File: config.mk
export PLATFORM = sky130hd
export DESIGN_NAME = avmm_arbiter
export DESIGN_NICKNAME = d
export VERILOG_FILES = /design/src/rtl/avmm_arbiter.sv
export SDC_FILE = /design/constraint.sdc
export NUM_CORES = 1
export LEC_CHECK = 0
export BUFFER_PORTS_ARGS = -buffer_cell sky130_fd_sc_hd__buf_2
export CAP_MARGIN = 40
export CORE_AREA = 3 3 117 119
export DETAILED_ROUTE_END_ITERATION = 7
export DIE_AREA = 0 0 120 122
export SLEW_MARGIN = 30
export SYNTH_ARGS = -nofsm -noshare
export SYNTH_HDL_FRONTEND = slang
export SYNTH_SLANG_ARGS = --single-unit
File: constraint.sdc
create_clock -name clk -period 4.35 [get_ports clk]
set_input_delay 0.2175 -clock clk [delete_from_list [all_inputs] [get_ports clk]]
set_output_delay 0.2175 -clock clk [all_outputs]
set_load 0.01 [all_outputs]
File: src/rtl/avmm_arbiter.sv
// -----------------------------------------------------------------------------
// avmm_arbiter
//
// Round-robin arbiter that lets two Avalon-MM masters share one slave port.
// Only one transaction is in flight at a time. The granted master sees the
// slave's waitrequest/readdata directly. The other master is held in
// waitrequest. A slave that stalls a granted transaction for TIMEOUT
// consecutive cycles is abandoned: the master completes with ERROR_DATA and a
// sticky flag records the event.
//
// Ports:
//   clk, reset          single clock, synchronous active-high reset
//   m0_* / m1_*         master ports (address, read, write, writedata in;
//                       readdata, waitrequest out)
//   s0_*                slave port (address, read, write, writedata out;
//                       readdata, waitrequest in)
//   timeout_flag        sticky, set by any abort, cleared only by reset
//   abort_master        index of the master in the most recent abort
// -----------------------------------------------------------------------------
module avmm_arbiter #(
   parameter int                    ADDR_WIDTH = 32,
   parameter int                    DATA_WIDTH = 32,
   parameter int                    TIMEOUT    = 1024,
   parameter logic [DATA_WIDTH-1:0] ERROR_DATA = 32'hDEADBEEF
) (
   input  logic                  clk,
   input  logic                  reset,

   input  logic [ADDR_WIDTH-1:0] m0_address,
   input  logic                  m0_read,
   input  logic                  m0_write,
   input  logic [DATA_WIDTH-1:0] m0_writedata,
   output logic [DATA_WIDTH-1:0] m0_readdata,
   output logic                  m0_waitrequest,

   input  logic [ADDR_WIDTH-1:0] m1_address,
   input  logic                  m1_read,
   input  logic                  m1_write,
   input  logic [DATA_WIDTH-1:0] m1_writedata,
   output logic [DATA_WIDTH-1:0] m1_readdata,
   output logic                  m1_waitrequest,

   output logic [ADDR_WIDTH-1:0] s0_address,
   output logic                  s0_read,
   output logic                  s0_write,
   output logic [DATA_WIDTH-1:0] s0_writedata,
   input  logic [DATA_WIDTH-1:0] s0_readdata,
   input  logic                  s0_waitrequest,

   output logic                  timeout_flag,
   output logic                  abort_master
);

   // A zero TIMEOUT still needs a legal (1-bit) counter; it is simply unused.
   localparam int CNT_W = (TIMEOUT > 0) ? $clog2(TIMEOUT + 1) : 1;
   localparam logic [CNT_W-1:0] CNT_LAST = CNT_W'((TIMEOUT > 0) ? TIMEOUT - 1 : 0);
   localparam logic [CNT_W-1:0] CNT_MAX  = '1;

   typedef enum logic [1:0] {
      IDLE   = 2'd0,
      GRANT0 = 2'd1,
      GRANT1 = 2'd2,
      ABORT  = 2'd3
   } state_t;

   state_t           state_reg;
   logic             last_reg;   // last granted master; also the owner in GRANT/ABORT
   logic [CNT_W-1:0] cnt_reg;    // consecutive stalled grant cycles

   // Master-side signals gathered into indexable form.
   logic [1:0]            rd;
   logic [1:0]            wr;
   logic [1:0]            req;
   logic [1:0]            granted;
   logic [1:0]            aborting;
   logic [1:0]            wait_out;
   logic [ADDR_WIDTH-1:0] addr      [2];
   logic [DATA_WIDTH-1:0] wdata     [2];
   logic [DATA_WIDTH-1:0] rdata_out [2];
   logic                  grant_any;

   assign rd       = {m1_read,  m0_read};
   assign wr       = {m1_write, m0_write};
   assign addr[0]  = m0_address;
   assign addr[1]  = m1_address;
   assign wdata[0] = m0_writedata;
   assign wdata[1] = m1_writedata;

   // Outputs are gated by reset so the slave strobe drops in the same cycle
   // reset rises, even in the middle of a transaction.
   assign grant_any = !reset && (state_reg == GRANT0 || state_reg == GRANT1);

   genvar gi;
   generate
      for (gi = 0; gi < 2; gi++) begin : g_master
         localparam state_t GSTATE = (gi == 0) ? GRANT0 : GRANT1;

         assign req[gi]      = rd[gi] | wr[gi];
         assign granted[gi]  = !reset && (state_reg == GSTATE);
         assign aborting[gi] = !reset && (state_reg == ABORT) && (last_reg == 1'(gi));

         assign wait_out[gi]  = granted[gi] ? s0_waitrequest : !aborting[gi];
         assign rdata_out[gi] = granted[gi]  ? s0_readdata :
                                aborting[gi] ? ERROR_DATA  : '0;
      end
   endgenerate

   assign m0_waitrequest = wait_out[0];
   assign m1_waitrequest = wait_out[1];
   assign m0_readdata    = rdata_out[0];
   assign m1_readdata    = rdata_out[1];

   // Slave-side mux. Read+write together is a write; read is suppressed.
   always_comb begin
      s0_address   = '0;
      s0_writedata = '0;
      s0_read      = 1'b0;
      s0_write     = 1'b0;
      if (grant_any) begin
         s0_address   = addr[last_reg];
         s0_writedata = wdata[last_reg];
         s0_write     = wr[last_reg];
         s0_read      = rd[last_reg] & ~wr[last_reg];
      end
   end

   always_ff @(posedge clk) begin
      if (reset) begin
         state_reg    <= IDLE;
         last_reg     <= 1'b1;
         cnt_reg      <= '0;
         timeout_flag <= 1'b0;
         abort_master <= 1'b0;
      end else begin
         case (state_reg)
            IDLE: begin
               // m0 wins when it is alone, or when both request and m1 went last.
               if (req[0] && (!req[1] || last_reg)) begin
                  state_reg <= GRANT0;
                  last_reg  <= 1'b0;
                  cnt_reg   <= '0;
               end else if (req[1]) begin
                  state_reg <= GRANT1;
                  last_reg  <= 1'b1;
                  cnt_reg   <= '0;
               end
            end

            GRANT0, GRANT1: begin
               // A dropped request is a protocol violation; just release the slave.
               if (!req[last_reg] || !s0_waitrequest) begin
                  state_reg <= IDLE;
               end else if (TIMEOUT > 0 && cnt_reg == CNT_LAST) begin
                  state_reg    <= ABORT;
                  timeout_flag <= 1'b1;
                  abort_master <= last_reg;
               end
               if (s0_waitrequest && cnt_reg != CNT_MAX) begin
                  cnt_reg <= cnt_reg + 1'b1;
               end
            end

            ABORT: begin
               state_reg <= IDLE;
            end

            default: begin
               state_reg <= IDLE;
            end
         endcase
      end
   end

endmodule

==> results.yml <==
run_status:
  outcome: "finished, final reports clean"
flow_run:
  drv_cap: 0
clocking:
  cts.sink_count: 16
  cts_made_buffers: 3
  cts_tree: "yes"
  clkTransAtPathRegs_ns: 0.05
  cts_root_buffer: "clkbuf_16"
  cts_buffer_depth: 2
  h-tree-depth: 1
  cts_setup_buffers: 0
  cts_hold_buf: 0
  cts_resized: 0
  insertion_delay_ns: 0.25
placed_design:
  dpl_worst_slack_ns: 1.977
  portBuffers: 300
  dp_hpwl_um: 9918
  gp_congestion: 0.7663
  dp.cells: 798
layout:
  instances_no_fill: 802
  multiInputGateArea_sq_mm: 0.002136
  area_delta_synth_final_pct: 68.50
  drive_gt1_share_pct: 50.95
  nets: 804
  largest_register_ff_count: 11
  antenna_cells: 0
  fillers: 1412
  regArea_sq_um: 324.1
die:
  rows: 41
  die_area_sq_mm: 0.01464
  core_area_sq_mm: 0.01267
  die_w_um: 120
  die_h_um: 122
  initial_utilization_pct: 20.28
  ios: 301
logic_synthesis:
  synth_fp_nets: 528
  synth_edf_count: 0
  syn_inst: 355
  synthTopCellsByArea: "mux2i_1, a21o_1, dfxtp_1"
  synthMostInstantiatedCell: "nor2_1"
  ys_seq_area_share_pct: 12.46
  ys_ff_latch: 16
  ys_types: 48
  ys_async_sr_fraction_pct: 0
  yosysWarnings: 0
  synth_top_area_cell: "mux2i_1"
  syn_avg_cell_area_sq_um: 7.239
  synth_flop_cell: "dfxtp_1"
  syn-cell-area_sq_mm: 0.002570
  synth.top_cells.by_count: "nor2_1, mux2i_1, a21o_1, clkbuf_1, and2_1"
  synth_top_area_share_pct: 25.71
pwr:
  power.density_mw_per_mm2: 416.3
  ir_worst_vdd_v: 0.0001784
  total_power_uw: 1803
  p_leak_uw: 0.002991
global_routing:
  grt_remaining_overflow: 0
  antenna_found_initial: 0
  grt_max_degree: 67
  grt_pass1_vias: 3301
  grt_pass1_wl_um: 17130
  grtUsageTotal_pct: 14.21
critical_path:
  crit_required_ns: 4.13
  critPathCaptureType: "primary output"
  path_cells: "inv_1, ha_1, nand2_4, nor2_1, buf_2"
  slowest_stage: "ha_1"
  crit_buf_inv: 2
  path_delay_family: "simple AND/OR/NAND/NOR gates"
  critical_path.startpoint_type: "register"
  critical_path_peak_fanout: 66
  max_stage_delay_ns: 0.57
  cp.arrival_ns: 2.22
  worstSetupPathType: "reg2out"
route:
  drt-initial-drc-count: 142
  wirelength_um: 11970
  drtAntennaViolNets: 0
  route.detailed.drc: 0
  first_pass_iters: 4
  vias: 3628
  wl_per_cell_um: 14.92
  via_per_inst: 4.524
timing:
  grt_setup_unrepaired: "no"
  setup_viol: 0
  finalMaxSlewViolations: 0
  worst_pin_slew_ns: 0.7023
  clock.fmax_mhz: 411.0
  setup_ws_ns: 1.917
  hold_viol: 0
  fin_crit_ns: 2.433
  finClkSkew_ns: 0.002147
  slew_headroom_pct: 53.18
  fin_crit_sh_pct: 55.93
  fin_setup_tns_ns: 0
hold_path:
  hp-class: "in2reg"
layout by cell type, fill, tap and decap left out, types with 2 or more instances in the layout:
master	Yosys	layout
buf_2	11	300
nor2_1	74	74
mux2i_1	66	66
a21o_1	48	48
and2_1	17	17
dfxtp_1	16	15
nand2_1	12	11
a21oi_1	7	7
a31oi_1	7	7
a311oi_1	7	7
inv_1	6	6
ha_1	6	6
o21ai_0	5	5
nand3_1	5	5
nand2b_1	4	4
nand4_1	3	3
and3_1	3	3
clkbuf_16	0	3
buf_4	0	3
nor2b_4	0	2
nor4_2	2	2
a21oi_2	2	2
a211oi_1	2	2
nor3_1	2	2
o21ai_1	2	2
logic make-up (layout without fill, tap and decap cells):
| group | Yosys count | after routing | share of synthesized area (%) |
|---|---|---|---|
| multiplexers | 67 | 67 | 26.14 |
| adder cells (fa/ha/maj) | 6 | 6 | 2.921 |
| AO/OA/AOI/OAI | 93 | 93 | 26.34 |
| flip-flops | 16 | 16 | 12.46 |
| AND/OR/NAND/NOR | 134 | 134 | 25.90 |
| buffers and inverters | 39 | 314 | 6.232 |
metrics by stage:
stage | instance area [sq um] | hold WS (ns) | utilization [%]
finish | 4330 | 0.4324 | 34.18
CTS | 4330 | 0.4377 | 34.18
global placement | 4207 | 0.4819 | 33.20
floorplan | 2570 | 0.4720 | -
global route | 4330 | 0.4761 | 34.18
detailed placement | 4242 | 0.4985 | 33.47
worst paths after layout:
kind                 from        endpoint  slack, ns  depth (start not counted)
min reg2reg  abort_master    abort_master       0.51                          2
max reg2reg  state_reg[1]      cnt_reg[6]       1.99                          6
max          state_reg[1]  s0_address[23]       1.92                          5
min                 reset    timeout_flag       0.43                          2
final cells by class:
type / count / area share, %
Timing Repair Buffer: 304 / 35.65
Sequential cell: 16 / 7.483
Tap cell: 172 / 4.970
Inverter: 6 / 0.5201
Clock buffer: 4 / 2.051
Multi-Input combinational cell: 300 / 49.32
report_power, final:
| part | internal (uW) | switching [uW] | leakage, uW | total, uW |
|---|---|---|---|---|
| Combinational | 595 | 776 | 0.00282 | 1370 |
| Sequential | 167 | 68.5 | 0.000130 | 235 |
| Clock | 140 | 57.4 | 0.0000442 | 197 |
| Total | 901 | 902 | 0.00299 | 1800 |
worst reg2reg max path, stage by stage (launching register included):
cell and delay (ns):
dfxtp_1 0.35, inv_1 0.10, ha_1 0.57, nand2_1 0.23, a22o_1 0.29, nor2_1 0.48, a311oi_1 0.19
routing by layer:
| layer | up-vias | GRT usage (%) | routed length [um] |
|---|---|---|---|
| li1 | 1826 | - | - |
| met1 | 1616 | 18.36 | 4777 |
| met2 | 176 | 24.83 | 6054 |
| met3 | 10 | 1.996 | 976 |
| met4 | 0 | 3.722 | 159 |
| met5 | - | 0 | 0 |
Power figures use the tool's default switching activity.
